===== src/rtl/mult16_cpa_pipe.sv =====
// Pipelined final carry-propagate adder for the 16x16 multiplier datapath.
// Adds the compressed sum/carry rows over two registered stages with valid/ready flow control.
module mult16_cpa_pipe #(
  parameter int unsigned WIDTH = 32,
  parameter int unsigned SPLIT = 16,
  parameter int unsigned CNT_W = 16
) (
  input  logic             clk,
  input  logic             rst_n,
  input  logic             in_valid_i,
  output logic             in_ready_o,
  input  logic [WIDTH-1:0] in_sum_i,
  input  logic [WIDTH-1:0] in_carry_i,
  output logic             out_valid_o,
  input  logic             out_ready_i,
  output logic [WIDTH-1:0] out_prod_o,
  output logic             out_ovf_o,
  output logic [CNT_W-1:0] tx_count_o
);

  localparam int unsigned HI_W = WIDTH - SPLIT;

  // Stage-1 state: low-half result plus the untouched high halves
  logic              s1_valid_q,    s1_valid_d;
  logic [SPLIT-1:0]  s1_lo_q,       s1_lo_d;
  logic              s1_c1_q,       s1_c1_d;
  logic [HI_W-1:0]   s1_sum_hi_q,   s1_sum_hi_d;
  logic [HI_W-1:0]   s1_carry_hi_q, s1_carry_hi_d;

  // Stage-2 state: the registered product and carry-out
  logic              s2_valid_q,    s2_valid_d;
  logic [WIDTH-1:0]  s2_prod_q,     s2_prod_d;
  logic              s2_ovf_q,      s2_ovf_d;

  logic [CNT_W-1:0]  tx_count_q,    tx_count_d;

  logic              s2_free;
  logic              s1_move;
  logic              in_hs;
  logic              out_hs;
  logic [SPLIT:0]    lo_sum;
  logic [HI_W:0]     hi_sum;

  // Flow control; in_ready depends only on state and out_ready
  always_comb begin
    s2_free    = !s2_valid_q || out_ready_i;
    s1_move    = s1_valid_q && s2_free;
    in_ready_o = !s1_valid_q || s2_free;
    in_hs      = in_valid_i && in_ready_o;
    out_hs     = s2_valid_q && out_ready_i;
  end

  // Split adders: c1 is the only path from the low half into the high half
  always_comb begin
    lo_sum = (SPLIT+1)'(in_sum_i[SPLIT-1:0]) + (SPLIT+1)'(in_carry_i[SPLIT-1:0]);
    hi_sum = (HI_W+1)'(s1_sum_hi_q) + (HI_W+1)'(s1_carry_hi_q) + (HI_W+1)'(s1_c1_q);
  end

  // Stage-1 next state; data only captured on an input handshake
  always_comb begin
    s1_valid_d    = s1_valid_q;
    s1_lo_d       = s1_lo_q;
    s1_c1_d       = s1_c1_q;
    s1_sum_hi_d   = s1_sum_hi_q;
    s1_carry_hi_d = s1_carry_hi_q;
    if (in_hs) begin
      s1_valid_d    = 1'b1;
      s1_lo_d       = lo_sum[SPLIT-1:0];
      s1_c1_d       = lo_sum[SPLIT];
      s1_sum_hi_d   = in_sum_i[WIDTH-1:SPLIT];
      s1_carry_hi_d = in_carry_i[WIDTH-1:SPLIT];
    end else if (s1_move) begin
      s1_valid_d    = 1'b0;
    end
  end

  // Stage-2 next state; data held while stalled
  always_comb begin
    s2_valid_d = s2_valid_q;
    s2_prod_d  = s2_prod_q;
    s2_ovf_d   = s2_ovf_q;
    if (s1_move) begin
      s2_valid_d = 1'b1;
      s2_prod_d  = {hi_sum[HI_W-1:0], s1_lo_q};
      s2_ovf_d   = hi_sum[HI_W];
    end else if (out_ready_i) begin
      s2_valid_d = 1'b0;
    end
  end

  // Completed-transaction counter, wraps naturally
  always_comb begin
    tx_count_d = tx_count_q;
    if (out_hs) begin
      tx_count_d = tx_count_q + CNT_W'(1);
    end
  end

  always_ff @(posedge clk or negedge rst_n) begin
    if (!rst_n) begin
      s1_valid_q    <= 1'b0;
      s1_lo_q       <= '0;
      s1_c1_q       <= 1'b0;
      s1_sum_hi_q   <= '0;
      s1_carry_hi_q <= '0;
      s2_valid_q    <= 1'b0;
      s2_prod_q     <= '0;
      s2_ovf_q      <= 1'b0;
      tx_count_q    <= '0;
    end else begin
      s1_valid_q    <= s1_valid_d;
      s1_lo_q       <= s1_lo_d;
      s1_c1_q       <= s1_c1_d;
      s1_sum_hi_q   <= s1_sum_hi_d;
      s1_carry_hi_q <= s1_carry_hi_d;
      s2_valid_q    <= s2_valid_d;
      s2_prod_q     <= s2_prod_d;
      s2_ovf_q      <= s2_ovf_d;
      tx_count_q    <= tx_count_d;
    end
  end

  assign out_valid_o = s2_valid_q;
  assign out_prod_o  = s2_prod_q;
  assign out_ovf_o   = s2_ovf_q;
  assign tx_count_o  = tx_count_q;

endmodule

===== config.mk =====
export PLATFORM = sky130hd
export DESIGN_NAME = mult16_cpa_pipe
export DESIGN_NICKNAME = d
export VERILOG_FILES = /design/src/rtl/mult16_cpa_pipe.sv
export SDC_FILE = /design/constraint.sdc
export NUM_CORES = 1
export LEC_CHECK = 0
export CAP_MARGIN = 20
export CORE_MARGIN = 3
export CORE_UTILIZATION = 45
export CTS_BUF_LIST = sky130_fd_sc_hd__clkbuf_4 sky130_fd_sc_hd__clkbuf_8 sky130_fd_sc_hd__clkbuf_16
export DETAILED_ROUTE_END_ITERATION = 8
export PLACE_DENSITY_LB_ADDON = 0.3
export SYNTH_ARGS = -nofsm -noshare
export SYNTH_HDL_FRONTEND = slang
export SYNTH_SLANG_ARGS = --single-unit

===== constraint.sdc =====
create_clock -name clk -period 3.87 [get_ports clk]
set_clock_uncertainty 0.2 [all_clocks]
set_input_delay 0.9675 -clock clk [delete_from_list [all_inputs] [get_ports clk]]
set_output_delay 0.9675 -clock clk [all_outputs]
set_load 0.01 [all_outputs]

== After elaboration in Yosys (flattened, before gate mapping) ==
Cells that the tools add are included.
Operators by class
  add/sub/neg operators: 4
  reduce and logical (&&, ||, !) cells: 9
  multiplexer cells: 4
Operators by type and width (number)
  16-bit by 16-bit adder with 17-bit output: 2
  17-bit by 1-bit adder with 17-bit output: 1
  16-bit by 1-bit adder with 16-bit output, second input constant: 1
  1-bit 2-to-1 mux: 4
  2-bit nonzero test: 2
  1-bit logical AND: 3
  1-bit logical NOT: 2
  1-bit logical OR: 2
Word-level totals
  output and inout bits: 51
  register bits after elaboration: 100

== Logic depth before layout (Yosys ltp) ==
Gate-level depths: netlist (run 1).
  depth after elaboration: 5
  mapped depth: 8

== Worst setup path before layout (run 1) ==
No wires, ideal clock.
  path type: input to register
  start point: in in_sum_i[0]
  end point: reg s1_lo_q[10]
  path buffers: 0
  arrival time: 2.696 ns
  setup time: 0.132 ns
  stages: 8
  data required time: 3.538 ns
  slack: 0.842 ns
  cell sequence: ha_1 fa_1 a211o_1 a21oi_1 o21ai_1 a221oi_1 xor2_1 o21ai_1
On the way
  longest elaborated chain between the ends: 1
RTL lines
  start: declaration: RTL line 12  | input logic [WIDTH-1:0] in_sum_i,
  16-bit by 16-bit adder with 17-bit output: RTL line 55  | lo_sum = (SPLIT+1)'(in_sum_i[SPLIT-1:0]) + (SPLIT+1)'(in_carry_i[SPLIT-1:0]);
  end signal: assignment: RTL line 112  | s1_lo_q <= s1_lo_d;
  end: declaration: RTL line 25  | logic [SPLIT-1:0] s1_lo_q, s1_lo_d;
Every way passes these cells.
A chain may end at the register's enable or synchronous reset.

== Worst setup path in the final report (run 1) ==
  start point: in out_ready_i
  end point: out in_ready_o
On the way
  longest elaborated chain between the ends: 2
RTL lines
  start: declaration: RTL line 15  | input logic out_ready_i,
  1-bit logical OR: RTL line 46  | s2_free = !s2_valid_q || out_ready_i;
  1-bit logical OR: RTL line 48  | in_ready_o = !s1_valid_q || s2_free;
  end: declaration: RTL line 11  | output logic in_ready_o,
Every way passes these cells.

==> impl_metrics.ini, run 1 <==
[outcome]
status = complete, no violations

[clock_tree]
cts_hold_buf = 0
clk_latency_ns = 0.35
path_clk_slew_ns = 0.08
cts_root_buf = clkbuf_16
post_cts.repair.setup_buffers = 0
h-tree-depth = 3
cts_tree = built
cts_resized = 0
clockBufferDepth = 2
numCtsBuffers = 9
cts_sinks = 100

[synthesis]
yosysSeqAreaShare_pct = 47.8
ys_types = 51
synth_edf_count = 0
synth_area_leaders = dfrtp_1, nand2_1, ha_1, mux2_2, xnor2_1
syn_nets = 642
synth-seq-cells = 100
synth_area_per_cell_um2 = 9.71
synth_top_cell_by_area = dfrtp_1
synth_top_area_share_pct = 47.8
synthMostInstantiatedCell = nand2_1
syn_inst = 539
synth_flop_cell = dfrtp_1
async_flop_share_pct = 100
ys_warn_count = 0
synth_commonest_cells = nand2_1, dfrtp_1, ha_1
synth.cell_area_um2 = 5230

[power_and_ir_drop]
p_int_mw = 2.41
clkPwrFrac_pct = 24.3
switching_share_pct = 32.7
pwr-share-comb_pct = 34.8
p_leak_nw = 3.14
peakVddDrop_mv = 0.345
power.switching_mw = 1.17
p_per_area_nw_per_um2 = 521
seq_power_share_pct = 40.9

[place]
gp_congestion = 0.917
portBuffers = 118
post-dp-hpwl_mm = 9.46

[finish]
antenna_cells = 0
fin_nets = 760
final_core_util_pct = 62.1
layout-drive-gt1-share_pct = 8.16
fill_cells = 979
area_growth_syn_to_layout_pct = 31.5
multi_input_area_um2 = 2660
regArea_um2 = 2500

[timing]
finalHoldViolCount = 0
finalCriticalPeriod_ns = 3.40
fin_setup_tns_ns = 0
max_slew_margin_pct = 55.2
tightestPinTransition_ns = 0.673
slew_violations = 0
setup_violations = 0
holdWs_ns = 0.270
finalCritPeriodShare_pct = 87.9
rsz0062_at_grt = no
clock.fmax_ghz = 0.294

[critical_path]
path_max_fanout = 4
cpPeakStageDelay_ns = 0.56
r2r-end = out_prod_o[28]
worstRegToRegCells = 8
cp_cell_sequence = clkdlybuf4s50_1 -> nand3b_1 -> clkdlybuf4s50_1
crit_slowest_cell = clkdlybuf4s50_1
worstPathRequired_ns = 2.70
crit_family = buffers and inverters
timing.rr.start = s1_c1_q
crit_top_cell = clkdlybuf4s50_1
worst-path-buf-inv = 2
reg2reg_setup_slack_ns = 0.85
end_kind = output port
cp_data_arrival_time_ns = 2.23
path_class = primary input to output port
startpoint_type = primary input

[detailed_routing]
num_vias = 4289
wl_mm = 12.7
drtIter0Drc = 214
drc = 0
via_per_inst = 5.35
dr.pass1.iters = 4
antenna_violating_nets_post_route = 0
wire_per_inst_um = 15.9

[die]
ios = 119
die_area_um2 = 13000
row_count = 38
fp.dieH_um = 114
initial_core_util_pct = 47.2
die_w_um = 114
core_area_um2 = 11100

[global_routing]
track_usage_pct = 20.1
grt_pass1_vias = 4339
antenna_found_initial = 0
grt_max_degree = 53
gr-total-overflow = 0
grt_pass1_wl_mm = 21.1

[min_path]
hold_path_end = tx_count_o[15]
min-delay-start = tx_count_o[15]
min_path_cells = 1
holdCritPathClass = register to register

[job]
drv_cap = 0
==> stage by stage <==
| stage | setup slack, ns | instances | instance area, um^2 | total power [mW] |
|---|---|---|---|---|
| after detailed placement | 0.189 | 786 | 6600 | 2.73 |
| after global routing | 0.416 | 802 | 6880 | 3.81 |
| after CTS | 0.464 | 802 | 6880 | 3.61 |
| after floorplan | 0.842 | 539 | 5230 | 2.12 |
| final | 0.470 | 802 | 6880 | 3.58 |
| after global placement | 0.269 | 786 | 6600 | 2.69 |
==> layer usage <==
metal,wire [um],global-route usage [%]
met1,5500,25.6
met2,6270,34.1
met3,800,5.20
met4,142,5.54
met5,0,0
==> cell type report <==
cell class | instances | share of cell area, %
repair buffers | 125 | 18.3
multi-input cells | 419 | 38.6
flip-flops and latches | 100 | 36.4
clock inverters | 7 | 0.836
well taps | 140 | 2.55
inverters | 2 | 0.109
clock buffers | 9 | 3.27
==> worst reg2reg max path, stage by stage (launching register included) <==
cell and delay [ns]:
dfrtp_1 0.42, fa_1 0.51, fa_1 0.47, a211oi_2 0.27, o21ai_2 0.15, a2111oi_2 0.38
nor2_1 0.11, xor2_1 0.15, mux2_2 0.26
==> kinds of logic (layout without fill, tap and decap cells) <==
logic type,Yosys count,after routing,synth area share [%]
AND/OR/NAND/NOR,220,220,18.0
adder cells (fa/ha/maj),35,35,8.80
multiplexers,24,24,5.07
XOR/XNOR,36,36,6.03
AO/OA/AOI/OAI,104,104,12.8
buffers and inverters,20,143,1.48
flip-flops,100,100,47.8
==> worst max path at each step <==
| stage | from | to | slack (ns) | cells past startpoint |
|---|---|---|---|---|
| 3_3_place_gp | in_sum_i[0] | s1_lo_q[10] | 0.27 | 9 |
| 2_1_floorplan | in_sum_i[0] | s1_lo_q[10] | 0.84 | 8 |
| 6_report | out_ready_i | in_ready_o | 0.47 | 3 |
| 5_1_grt | out_ready_i | in_ready_o | 0.42 | 3 |
| 3_5_place_dp | in_sum_i[0] | s1_lo_q[10] | 0.19 | 9 |
| 4_1_cts | out_ready_i | in_ready_o | 0.46 | 3 |
==> state kept, by name, indices dropped and copies added (netlist names) <==
register       cells
s1_sum_hi_q       16
out_prod_o        32
out_ovf_o          1
s1_valid_q         1
tx_count_o        16
s1_lo_q           16
s1_carry_hi_q     16
s1_c1_q            1
out_valid_o        1
==> power groups by stage <==
stage / Combinational (mW) / Clock (mW) / Sequential, mW
floorplan: 0.600 / 0 / 1.52
global placement: 1.22 / 0 / 1.47
detailed placement: 1.24 / 0 / 1.49
CTS: 1.26 / 0.886 / 1.47
global route: 1.36 / 0.935 / 1.51
finish: 1.25 / 0.872 / 1.47
==> placed cells by master, fill, tap and decap left out, drive strengths merged, types with 2 or more instances in the layout <==
cell,n
o22ai,2
o21bai,3
ha,32
a2111oi,2
mux2i,4
and2,2
nor3b,4
nand4,5
o31a,2
xnor2,21
nand2,153
a21o,10
dfrtp,100
o21ai,37
nand3,11
a211oi,6
o21a,4
clkbuf,9
fa,3
nand2b,5
a21oi,22
nor2b,2
nor4,2
a211o,2
inv,6
xor2,15
clkdlybuf4s50,117
nor2,22
mux2,20
o31ai,4
nor4b,2
clkinvlp,2
and3,7
buf,8
a221oi,3
Power figures use the tool's default switching activity.
==> run 2, diff against run 1 <==
Settings changed: MAX_ROUTING_LAYER from default to met4.
==> run 2 against run 1 <==
Clock-buffer cell count grew 2. Critical path depth is the same. Combinational power is essentially flat. Global-route usage grew 0.51 points. Sequential power is essentially flat. Die area is the same. First-iteration DRC count shrank 3.3%.
==> impl_metrics.ini, run 2 (synthesized netlist as in run 1, its figures left out) <==
[global_routing]
grt_max_degree = 69
grt_pass1_wl_mm = 20.9
antenna_found_initial = 0
grt_pass1_vias = 4275
gr-total-overflow = 0
track_usage_pct = 20.6

[clock_tree]
cts_hold_buf = 0
cts_sinks = 100
cts_resized = 0
clk_latency_ns = 0.34
clockBufferDepth = 2
post_cts.repair.setup_buffers = 0
h-tree-depth = 3
path_clk_slew_ns = 0.07
cts_root_buf = clkbuf_16
cts_tree = built
numCtsBuffers = 9

[place]
gp_congestion = 0.872
post-dp-hpwl_mm = 9.69
dpl.cell_count = 787
portBuffers = 118

[finish]
antenna_cells = 0
fin_cells = 803
final_cell_mix = nand2_1, clkdlybuf4s50_1, dfrtp_1
fill_cells = 976
fin_nets = 761
largest_reg_flops = 32
area_growth_syn_to_layout_pct = 31.6
layout-drive-gt1-share_pct = 8.30
mostFrequentLayoutCell = nand2_1

[min_path]
min_path_cells = 1
min-delay-start = tx_count_o[15]
holdCritPathClass = register to register
hold_path_end = tx_count_o[15]

[timing]
rsz0062_at_grt = no
finalCriticalPeriod_ns = 3.41
holdWs_ns = 0.272
max_slew_margin_pct = 43.3
finalHoldViolCount = 0
clock.fmax_ghz = 0.293
fin_setup_tns_ns = 0
tightestPinTransition_ns = 0.850
slew_violations = 0
setup_violations = 0
finalCritPeriodShare_pct = 88.1

[outcome]
status = complete, no violations

[critical_path]
timing.rr.start = s1_c1_q
end_kind = output port
r2r-end = out_prod_o[28]
startpoint_type = primary input
cp_data_arrival_time_ns = 2.24
cp-startpoint = out_ready_i
worstPathRequired_ns = 2.70
path_class = primary input to output port
reg2reg_setup_slack_ns = 0.86
path_max_fanout = 4
worstRegToRegCells = 8

[detailed_routing]
drtIter0Drc = 207
antenna_violating_nets_post_route = 0
dr.pass1.iters = 4
drc = 0
wire_per_inst_um = 15.6
wl_mm = 12.5
num_vias = 4260
via_per_inst = 5.31

[die]
row_count = 38
ios = 119
initial_core_util_pct = 47.2
die_w_um = 114
fp.dieH_um = 114
die_area_um2 = 13000
core_area_um2 = 11100

[job]
drv_cap = 0

[power_and_ir_drop]
p_per_area_nw_per_um2 = 527
p_leak_nw = 3.16
peakVddDrop_mv = 0.325
==> run 2: cell count changes in the layout (fill, tap and decap cells not counted), moves of 2 or more <==
cell        change
inv_6           -3
clkinvlp_4      -2
buf_4           +3
buf_12          -2
==> run 2: per-layer routing <==
| layer | GRT usage, % | vias to the layer above | part of all wire, % |
|---|---|---|---|
| met2 | 32.7 | 118 | 48 |
| met4 | 5.46 | 0 | 1.2 |
| met1 | 27.5 | 2030 | 46 |
| met3 | 3.61 | 12 | 4.7 |
| li1 | - | 2100 | - |
| met5 | - | - | 0 |
==> run 2: cell type report <==
class,instances,area [um^2],share of cell area [%]
tap,140,175,2.54
sequential,100,2500,36.3
inverter,2,7.51,0.109
clock buffer,11,246,3.58
clock inverter,5,60.1,0.872
timing repair buffer,126,1240,18.0
multi-input combinational,419,2660,38.6
==> run 2: per-stage QoR <==
step | cell area (um^2) | util, % | setup WS (ns) | total power [mW]
4_1_cts | 6890 | 62.2 | 0.457 | 3.67
5_1_grt | 6890 | 62.2 | 0.409 | 3.86
2_1_floorplan | 5230 | - | 0.842 | 2.12
6_report | 6890 | 62.2 | 0.460 | 3.63
3_5_place_dp | 6580 | 59.4 | 0.195 | 2.74
3_3_place_gp | 6580 | 59.4 | 0.283 | 2.70
==> run 2: critical path, cell delays in order <==
cell	delay (ns)
clkdlybuf4s50_1	0.50
nand3b_1	0.21
clkdlybuf4s50_1	0.57
==> run 2: where the power goes <==
part	internal, mW	switching, mW	leakage, nW	total, mW
clock network	0.530	0.389	0.155	0.919
registers	1.29	0.172	1.23	1.47
logic	0.671	0.578	1.77	1.25
total	2.49	1.14	3.16	3.63
==> run 2: worst max path at each step <==
stage                     slack [ns]     endpoint
after floorplan                 0.84  s1_lo_q[10]
after global placement          0.28  s1_lo_q[10]
after detailed placement        0.19  s1_lo_q[10]
after CTS                       0.46   in_ready_o
after global routing            0.41   in_ready_o
final                           0.46   in_ready_o
==> run 3, diff against run 2 <==
Settings changed: PLACE_DENSITY from default to 0.7, PLACE_DENSITY_LB_ADDON 0.3 to default.
==> run 3 against run 2 <==
Cell count fell by 0.37%. Critical path type unchanged. First-iteration DRC count rose by 9.2%. Register-to-register slack hardly changed. Total power up 2.2%. Clock-buffer cell count decreased by 2. Worst hold slack got worse by 0.0027 ns. Sequential power hardly changed. Fmax about the same. Clock power rose by 8.5%. Largest power group unchanged.
==> impl_metrics.ini, run 3 (synthesized netlist as in run 1, its figures left out) <==
[finish]
fin_cells = 800
antenna_cells = 0
area_growth_syn_to_layout_pct = 32.4
final_core_util_pct = 62.5
fin_nets = 758
mostFrequentLayoutCell = nand2_1
final_cell_mix = nand2_1, clkdlybuf4s50_1, dfrtp_1
layout-drive-gt1-share_pct = 7.88
multi_input_area_um2 = 2660
fill_cells = 956
largest_reg_flops = 32
regArea_um2 = 2500

[global_routing]
grt_pass1_vias = 4291
antenna_found_initial = 0
grt_max_degree = 56
grt_pass1_wl_mm = 20.7
track_usage_pct = 20.4
gr-total-overflow = 0

[detailed_routing]
num_vias = 4249
via_per_inst = 5.31
dr.pass1.iters = 4
wire_per_inst_um = 15.7
wl_mm = 12.5
drtIter0Drc = 226
drc = 0
antenna_violating_nets_post_route = 0

[critical_path]
path_max_fanout = 4
end_kind = output port
cp_data_arrival_time_ns = 2.24
worstPathRequired_ns = 2.70
cpPeakStageDelay_ns = 0.57
crit_top_cell = clkdlybuf4s50_1
crit_slowest_cell = clkdlybuf4s50_1
cp_cell_sequence = clkdlybuf4s50_1 -> nand3b_1 -> clkdlybuf4s50_1
startpoint_type = primary input
path_class = primary input to output port

[clock_tree]
cts_tree = built
numCtsBuffers = 9
cts_resized = 0
clk_latency_ns = 0.35
clockBufferDepth = 2
cts_root_buf = clkbuf_16
path_clk_slew_ns = 0.07
post_cts.repair.setup_buffers = 0
cts_hold_buf = 0
cts_sinks = 100
h-tree-depth = 3

[die]
initial_core_util_pct = 47.2
ios = 119
die_w_um = 114
core_area_um2 = 11100
row_count = 38
die_area_um2 = 13000
fp.dieH_um = 114

[power_and_ir_drop]
p_per_area_nw_per_um2 = 536
seq_power_share_pct = 39.5
power.total_mw = 3.71
switching_share_pct = 31.5
clkPwrFrac_pct = 26.9
peakVddDrop_mv = 0.413
power.switching_mw = 1.17
pwr-share-comb_pct = 33.7
p_leak_nw = 3.16
p_int_mw = 2.54

[place]
portBuffers = 118
place_ws_ns = 0.208
gp_congestion = 0.889
dpl.cell_count = 784
post-dp-hpwl_mm = 9.58

[timing]
tightestPinTransition_ns = 0.693
fin_ws_ns = 0.460
fin_setup_tns_ns = 0
max_slew_margin_pct = 53.8
slew_violations = 0
finalHoldViolCount = 0
clock.fmax_ghz = 0.293
finalCritPeriodShare_pct = 88.1
setup_violations = 0
rsz0062_at_grt = no
finalCriticalPeriod_ns = 3.41

[outcome]
status = complete, no violations

[job]
drv_cap = 0

[min_path]
holdCritPathClass = register to register
-- run 3: changes by cell type in the layout (fill, tap and decap cells not counted), sizes merged --
| cell | before | now |
|---|---|---|
| clkinvlp | 0 | 2 |
| bufinv | 1 | 2 |
| clkinv | 3 | 0 |
| clkbuf | 11 | 9 |
| buf | 9 | 6 |
| inv | 3 | 5 |
-- run 3: final cells by class --
type                    instances  share of cell area (%)
clock buffers                   9                    3.25
clock inverters                 7                    1.54
inverters                       2                   0.108
multi-input cells             419                    38.4
flip-flops and latches        100                    36.1
well taps                     140                    2.53
repair buffers                123                    18.1
-- run 3: routing by layer --
layer | GRT usage, % | share of wire [%]
met1 | 27.3 | 46
met5 | - | 0
met2 | 31.8 | 48
met4 | 6.49 | 1.7
met3 | 3.87 | 4.5
-- run 3: per-stage QoR --
| stage | instance area [um^2] | hold WS, ns |
|---|---|---|
| CTS | 6930 | 0.278 |
| global route | 6930 | 0.296 |
| global placement | 6600 | 0.254 |
| detailed placement | 6600 | 0.260 |
| finish | 6930 | 0.269 |
| floorplan | 5230 | 0.242 |
-- run 3: worst paths after layout --
path	start	to	slack [ns]	cells past startpoint
worst max-delay path	out_ready_i	in_ready_o	0.46	3
worst min-delay path	s1_lo_q[0]	s1_lo_q[0]	0.27	2
worst max register to register	s1_c1_q	out_prod_o[28]	0.85	8
worst min register to register	s1_lo_q[0]	s1_lo_q[0]	0.27	2
max in group asynchronous	rst_n	out_prod_o[23]	2.31	2
min in group asynchronous	rst_n	out_prod_o[4]	0.45	1
-- run 3: worst max-delay path: cells and delay by family --
kind,cells,cell delay (ns)
buf+inv,2,1.08
simple gates,1,0.20
-- run 3: power groups by stage --
stage	clock network (mW)	logic [mW]	registers [mW]
6_report	0.997	1.25	1.47
4_1_cts	1.02	1.26	1.47
2_1_floorplan	0	0.600	1.52
5_1_grt	1.06	1.37	1.50
3_3_place_gp	0	1.22	1.47
3_5_place_dp	0	1.25	1.49
